$ cat src/rtl/wb_sequencer_pkg.sv
// wb_sequencer_pkg: widths, opcodes, FSM states and accept-time dispatch for the write-back sequencer
package wb_sequencer_pkg;
  localparam int DATA_W = 8;
  localparam int REG_AW = 3;
  localparam int MEM_AW = 4;
  localparam int PC_W = 6;
  localparam logic [4:0] OP_MOVE = 5'd0, OP_ADD = 5'd1, OP_SUB = 5'd2, OP_AND = 5'd3,
                         OP_OR = 5'd4, OP_XOR = 5'd5, OP_COMPARE = 5'd6, OP_LOAD = 5'd7,
                         OP_STORE = 5'd8, OP_MUL = 5'd9, OP_DIV = 5'd10, OP_INC = 5'd11,
                         OP_DEC = 5'd12, OP_NOT = 5'd13, OP_ASHL = 5'd14, OP_ASHR = 5'd15,
                         OP_LSHL = 5'd16, OP_LSHR = 5'd17, OP_ROTL = 5'd18, OP_ROTR = 5'd19,
                         OP_JUMP = 5'd20, OP_BEQZ = 5'd21, OP_BC = 5'd22, OP_BAUX = 5'd23,
                         OP_BPAR = 5'd24, OP_HALT = 5'b11111;
  typedef enum logic [2:0] {S_IDLE, S_REG_LO, S_REG_HI, S_MEM_WR, S_BRANCH, S_HALT, S_NOP} state_e;
  typedef struct packed {
    logic [4:0]          op;
    logic [REG_AW-1:0]   rd;
    logic [MEM_AW-1:0]   mem_addr;
    logic [PC_W-1:0]     target;
    logic [2*DATA_W-1:0] alu;
    logic                z;
    logic                c;
    logic                a;
    logic                p;
  } cap_t;
  function automatic state_e dispatch(input logic [4:0] op, input logic am);
    case (op) inside
      [OP_MOVE:OP_LOAD], OP_MUL, OP_DIV: dispatch = S_REG_LO;
      OP_STORE:                          dispatch = S_MEM_WR;
      [OP_INC:OP_ROTR]:                  dispatch = am ? S_MEM_WR : S_REG_LO;
      [OP_JUMP:OP_BPAR]:                 dispatch = S_BRANCH;
      OP_HALT:                           dispatch = S_HALT;
      default:                           dispatch = S_NOP;
    endcase
  endfunction
endpackage

$ cat src/rtl/wb_sequencer_if.sv
// wb_sequencer_if: execute-stage handshake plus register-file, memory and PC write ports
interface wb_sequencer_if;
  import wb_sequencer_pkg::*;
  logic                wb_valid, wb_ready;
  logic [4:0]          opcode;
  logic                am;
  logic [REG_AW-1:0]   rd;
  logic [MEM_AW-1:0]   mem_addr;
  logic [PC_W-1:0]     instr_mem_addr;
  logic [2*DATA_W-1:0] alu_out;
  logic                zero_flag, carry_flag, auxiliary_flag, parity_flag;
  logic                reg_we;
  logic [REG_AW-1:0]   reg_waddr;
  logic [DATA_W-1:0]   reg_wdata;
  logic                mem_we;
  logic [MEM_AW-1:0]   mem_waddr;
  logic [DATA_W-1:0]   mem_wdata;
  logic                loadPC;
  logic [PC_W-1:0]     pc_target;
  logic                HALTED;
  modport master (
    output wb_valid, opcode, am, rd, mem_addr, instr_mem_addr, alu_out,
           zero_flag, carry_flag, auxiliary_flag, parity_flag,
    input  wb_ready, reg_we, reg_waddr, reg_wdata, mem_we, mem_waddr, mem_wdata,
           loadPC, pc_target, HALTED
  );
  modport slave (
    input  wb_valid, opcode, am, rd, mem_addr, instr_mem_addr, alu_out,
           zero_flag, carry_flag, auxiliary_flag, parity_flag,
    output wb_ready, reg_we, reg_waddr, reg_wdata, mem_we, mem_waddr, mem_wdata,
           loadPC, pc_target, HALTED
  );
endinterface

$ cat src/rtl/wb_branch_cond.sv
// wb_branch_cond: decides whether a branch opcode is taken from its latched flags
module wb_branch_cond
  import wb_sequencer_pkg::*;
(
  input  logic [4:0] opcode_i,
  input  logic       zero_i,
  input  logic       carry_i,
  input  logic       aux_i,
  input  logic       parity_i,
  output logic       taken_o
);
  assign taken_o = (opcode_i == OP_JUMP) || (opcode_i == OP_BEQZ && zero_i) ||
                   (opcode_i == OP_BC && carry_i) || (opcode_i == OP_BAUX && aux_i) ||
                   (opcode_i == OP_BPAR && parity_i);
endmodule

$ cat src/rtl/wb_sequencer.sv
// wb_sequencer: turns each accepted retired instruction into one-cycle reg/mem/PC write strobes or a sticky halt
module wb_sequencer
  import wb_sequencer_pkg::*;
(
  input logic          clk,
  input logic          reset,
  wb_sequencer_if.slave bus
);
  state_e state_q, state_d;
  cap_t   cap_q, cap_d;
  logic   accept, taken, wide, lo, hi;
  assign accept = bus.wb_valid && bus.wb_ready;
  assign wide = (cap_q.op == OP_MUL) || (cap_q.op == OP_DIV);
  wb_branch_cond u_cond (
    .opcode_i (cap_q.op),
    .zero_i   (cap_q.z),
    .carry_i  (cap_q.c),
    .aux_i    (cap_q.a),
    .parity_i (cap_q.p),
    .taken_o  (taken)
  );
  always_ff @(posedge clk) begin
    if (reset) begin
      state_q <= S_IDLE;
      cap_q   <= '0;
    end else begin
      state_q <= state_d;
      cap_q   <= cap_d;
    end
  end
  always_comb begin
    cap_d = accept ? cap_t'{op: bus.opcode, rd: bus.rd, mem_addr: bus.mem_addr,
                            target: bus.instr_mem_addr, alu: bus.alu_out, z: bus.zero_flag,
                            c: bus.carry_flag, a: bus.auxiliary_flag, p: bus.parity_flag} : cap_q;
    state_d = state_q == S_IDLE ? (accept ? dispatch(bus.opcode, bus.am) : S_IDLE) :
              state_q == S_HALT ? S_HALT :
              (state_q == S_REG_LO && wide) ? S_REG_HI : S_IDLE;
  end
  // Strobes are masked while reset is high so an interrupted sequence never completes its write
  assign lo = state_q == S_REG_LO && !reset;
  assign hi = state_q == S_REG_HI && !reset;
  assign bus.wb_ready  = state_q == S_IDLE;
  assign bus.HALTED    = state_q == S_HALT;
  assign bus.reg_we    = lo || hi;
  assign bus.reg_waddr = lo ? cap_q.rd : hi ? cap_q.rd + REG_AW'(1) : '0;
  assign bus.reg_wdata = lo ? cap_q.alu[DATA_W-1:0] : hi ? cap_q.alu[2*DATA_W-1:DATA_W] : '0;
  assign bus.mem_we    = state_q == S_MEM_WR && !reset;
  assign bus.mem_waddr = bus.mem_we ? cap_q.mem_addr : '0;
  assign bus.mem_wdata = bus.mem_we ? cap_q.alu[DATA_W-1:0] : '0;
  assign bus.loadPC    = state_q == S_BRANCH && taken && !reset;
  assign bus.pc_target = bus.loadPC ? cap_q.target : '0;
endmodule
$ cat src/flat_wrapper.sv
// flat-port wrapper written by rule: the top's interface ports become plain ports
module wb_sequencer_flat import wb_sequencer_pkg::*;
  (clk, reset, bus_wb_valid, bus_opcode, bus_am, bus_rd, bus_mem_addr, bus_instr_mem_addr, bus_alu_out, bus_zero_flag, bus_carry_flag, bus_auxiliary_flag, bus_parity_flag, bus_wb_ready, bus_reg_we, bus_reg_waddr, bus_reg_wdata, bus_mem_we, bus_mem_waddr, bus_mem_wdata, bus_loadPC, bus_pc_target, bus_HALTED);
  wb_sequencer_if bus_i ();
  input logic clk;
  input logic reset;
  input wire logic [$bits(bus_i.wb_valid)-1:0] bus_wb_valid;
  input wire logic [$bits(bus_i.opcode)-1:0] bus_opcode;
  input wire logic [$bits(bus_i.am)-1:0] bus_am;
  input wire logic [$bits(bus_i.rd)-1:0] bus_rd;
  input wire logic [$bits(bus_i.mem_addr)-1:0] bus_mem_addr;
  input wire logic [$bits(bus_i.instr_mem_addr)-1:0] bus_instr_mem_addr;
  input wire logic [$bits(bus_i.alu_out)-1:0] bus_alu_out;
  input wire logic [$bits(bus_i.zero_flag)-1:0] bus_zero_flag;
  input wire logic [$bits(bus_i.carry_flag)-1:0] bus_carry_flag;
  input wire logic [$bits(bus_i.auxiliary_flag)-1:0] bus_auxiliary_flag;
  input wire logic [$bits(bus_i.parity_flag)-1:0] bus_parity_flag;
  output wire logic [$bits(bus_i.wb_ready)-1:0] bus_wb_ready;
  output wire logic [$bits(bus_i.reg_we)-1:0] bus_reg_we;
  output wire logic [$bits(bus_i.reg_waddr)-1:0] bus_reg_waddr;
  output wire logic [$bits(bus_i.reg_wdata)-1:0] bus_reg_wdata;
  output wire logic [$bits(bus_i.mem_we)-1:0] bus_mem_we;
  output wire logic [$bits(bus_i.mem_waddr)-1:0] bus_mem_waddr;
  output wire logic [$bits(bus_i.mem_wdata)-1:0] bus_mem_wdata;
  output wire logic [$bits(bus_i.loadPC)-1:0] bus_loadPC;
  output wire logic [$bits(bus_i.pc_target)-1:0] bus_pc_target;
  output wire logic [$bits(bus_i.HALTED)-1:0] bus_HALTED;
  assign bus_i.wb_valid = bus_wb_valid;
  assign bus_i.opcode = bus_opcode;
  assign bus_i.am = bus_am;
  assign bus_i.rd = bus_rd;
  assign bus_i.mem_addr = bus_mem_addr;
  assign bus_i.instr_mem_addr = bus_instr_mem_addr;
  assign bus_i.alu_out = bus_alu_out;
  assign bus_i.zero_flag = bus_zero_flag;
  assign bus_i.carry_flag = bus_carry_flag;
  assign bus_i.auxiliary_flag = bus_auxiliary_flag;
  assign bus_i.parity_flag = bus_parity_flag;
  assign bus_wb_ready = bus_i.wb_ready;
  assign bus_reg_we = bus_i.reg_we;
  assign bus_reg_waddr = bus_i.reg_waddr;
  assign bus_reg_wdata = bus_i.reg_wdata;
  assign bus_mem_we = bus_i.mem_we;
  assign bus_mem_waddr = bus_i.mem_waddr;
  assign bus_mem_wdata = bus_i.mem_wdata;
  assign bus_loadPC = bus_i.loadPC;
  assign bus_pc_target = bus_i.pc_target;
  assign bus_HALTED = bus_i.HALTED;
  wb_sequencer u_core (.clk(clk), .reset(reset), .bus(bus_i));
endmodule
$ cat config.mk
export PLATFORM = sky130hd
export DESIGN_NAME = wb_sequencer_flat
export DESIGN_NICKNAME = d
export VERILOG_FILES = /design/src/rtl/wb_sequencer_pkg.sv /design/src/rtl/wb_sequencer_if.sv /design/src/rtl/wb_branch_cond.sv /design/src/rtl/wb_sequencer.sv /design/src/flat_wrapper.sv
export SDC_FILE = /design/constraint.sdc
export NUM_CORES = 1
export LEC_CHECK = 0
export ABC_AREA = 0
export CELL_PAD_IN_SITES_DETAIL_PLACEMENT = 0
export CELL_PAD_IN_SITES_GLOBAL_PLACEMENT = 1
export CORE_ASPECT_RATIO = 0.8
export CORE_MARGIN = 5
export CORE_UTILIZATION = 28
export CTS_CLUSTER_SIZE = 30
export DETAILED_ROUTE_END_ITERATION = 8
export DONT_BUFFER_PORTS = 1
export GPL_ROUTABILITY_DRIVEN = 0
export PLACE_DENSITY = 0.54
export SYNTH_ARGS = -nofsm -noshare
export SYNTH_HDL_FRONTEND = slang
export SYNTH_SLANG_ARGS = --single-unit
$ cat constraint.sdc
create_clock -name clk -period 3.5 [get_ports clk]
set_clock_uncertainty 0.2 [all_clocks]
set_input_delay 0.35 -clock clk [delete_from_list [all_inputs] [get_ports clk]]
set_output_delay 0.35 -clock clk [all_outputs]
set_load 0.05 [all_outputs]
==> impl_metrics.yaml <==
clock_network:
  cts_hold_buf: 36
  cts.sinks: 41
  post_cts_buffers: 0
  cts_tree: "built"
  clk_latency_ns: 0.29
  cts.repair.resized: 0
  cts-root-buf: "clkbuf_8"
  clk_pin_slew_ns: 0.07
  numCtsBuffers: 5
  cts_max_level: 2
  clock_path_buffers: 2
global_routing:
  grt_pass1_wl_um: 8942
  grt_usage_pct: 13.50
  antenna_found_initial: 0
  grt-ovfl-total: 0
  grt_max_degree: 41
  grt_pass1_vias: 1698
floorplan:
  die_x_um: 101.0
  coreArea_mm2: 0.006409
  die_h_um: 82.81
  start_util_pct: 28.95
  ioPinCount: 76
  fp-row-count: 26
  die_area_mm2: 0.008365
timing:
  finalHoldViolations: 0
  finalSetupViolCount: 0
  worstMarginPinSlew_ns: 0.8509
  slew_headroom_pct: 43.03
  period_share_pct: 77.46
  finalSetupTns_ns: 0
  max_freq_mhz: 368.9
  slew_viol_final: 0
  rsz0062_at_grt: "false"
  period_needed_ns: 2.711
  holdWs_ns: 0.03706
detailed_routing:
  num_vias: 1699
  routedWlPerCell_um: 15.35
  postRouteWirelength_um: 5571
  drt-vias-per-instance: 4.680
  first_iter_violations: 75
  drt_first_pass_iters: 4
  ant_nets: 0
  drc: 0
yosys:
  yosys_warnings: 0
  synth_edf_count: 0
  avgSynthCellArea_um2: 7.574
  synth-seq-cells: 41
  synth_area_leaders: "dfxtp_1, nand2_1, a21oi_1, and2_1, a22o_1"
  synth_top_area_share_pct: 44.23
  syn_area_mm2: 0.001856
  synth-async-reset-ratio_pct: 0
  netlist-cell-type-count: 31
  synth-seq-area-share_pct: 44.23
  yosys-top-cells-count: "nand2_1, a21oi_1, dfxtp_1"
  ys.flop_type: "dfxtp_1"
  netlist_instances: 245
  syn-num-nets: 288
  synth_top_area_cell: "dfxtp_1"
  yosys.cell_count.top_type: "nand2_1"
worst_setup_path:
  cp_top_family: "simple AND/OR/NAND/NOR gates"
  cp_data_required_time_ns: 2.95
  crit_arrival_ns: 2.16
  crit_chain: "nand2b_1 > nor3b_2 > and2_1"
  path_max_fanout: 13
  crit_buf_inv: 0
  cp-start-kind: "register"
  critPathSlowestCell: "nor3b_2"
  cpPeakStageDelay_ns: 0.73
  end_kind: "output port"
  crit_type: "register to output port"
power:
  leakagePower_nw: 0.9437
  power_mw: 1.042
  irDropWorstVdd_mv: 0.1501
  powerDensity_mw_per_mm2: 427.3
cells_and_area:
  synthToLayoutAreaGrowth_pct: 31.36
  layout-drive-gt1-share_pct: 7.527
  finalNetCount: 322
  design_area_mm2: 0.002437
  diodes: 0
place:
  dp_hpwl_um: 3584
  place_area_mm2: 0.001953
  port_buffers: 0
hold_path:
  min_path_type: "input pin to register"
status:
  outcome: "finished, final reports clean"
flow_run:
  maxCapViolations: 0
through the flow:
stage               worst slack, ns  std cells  util (%)
global placement              1.134        319     30.48
detailed placement            1.093        319     30.48
CTS                          0.7721        362     37.88
finish                       0.7889        363     38.03
global route                 0.6388        363     38.03
floorplan                    0.8812        245         -
metal layers:
metal	wire length (µm)	global-route usage [%]	share of wire [%]
met1	2712	18.69	49
met2	2369	20.02	43
met3	433	4.523	7.8
met4	56	3.623	1.0
met5	0	0	0
worst register-to-register path: stages (launching register included):
cell and delay (ns):
dfxtp_1 0.39, nor3_4 0.56, and2_1 0.21, buf_4 0.39, nand2_1 0.11, a21oi_1 0.13, dlygate4sd3_1 0.55
final cells by class:
| cell class | count | area (µm²) |
|---|---|---|
| Multi-Input combinational cell | 184 | 963.4 |
| Clock buffer | 5 | 68.82 |
| Sequential cell | 41 | 820.8 |
| Clock inverter | 2 | 35.03 |
| Inverter | 3 | 11.26 |
| Fill cell | 691 | 3971 |
| Timing Repair Buffer | 44 | 432.9 |
| Tap cell | 84 | 105.1 |
logic make-up (layout without fill, tap and decap cells):
logic type	count (synthesis)	in the layout	synth area share (%)
AOI/OAI and AO/OA	60	60	19.02
xor gates and xnor gates	1	1	0.4721
adders and majority gates	1	1	0.6742
buffers and inverters	20	54	4.720
DFF	41	41	44.23
muxes	2	2	1.146
and+or+nand+nor	120	120	29.74
final timing paths:
check	from	to	slack [ns]	depth (start not counted)
max	u_core.state_q[0]	bus_mem_wdata[2]	0.79	3
min	bus_alu_out[11]	u_core.cap_q[15]	0.04	2
max reg2reg	u_core.state_q[2]	u_core.cap_q[35]	0.92	6
min reg2reg	u_core.cap_q[23]	u_core.cap_q[23]	0.25	2
registers in the layout, indices dropped and copies added (netlist names):
| register | cells |
|---|---|
| u_core.cap_q | 38 |
| u_core.state_q | 3 |
power breakdown:
group          total [mW]  internal (mW)  switching [mW]
logic               0.155         0.0665          0.0888
registers           0.521          0.498          0.0225
clock network       0.366          0.207           0.158
total                1.04          0.772           0.270
placed cells by master (no fill, tap or decap), types with 3 or more instances in the layout:
master,Yosys,layout
nand2_1,82,82
a21oi_1,41,41
dfxtp_1,41,41
dlygate4sd3_1,0,36
and2_1,18,19
a22o_1,9,9
buf_4,0,7
clkbuf_8,0,5
nand2b_1,3,3
nor2_1,3,3
inv_1,3,3
No activity file was read; power rests on OpenSTA's default activity.
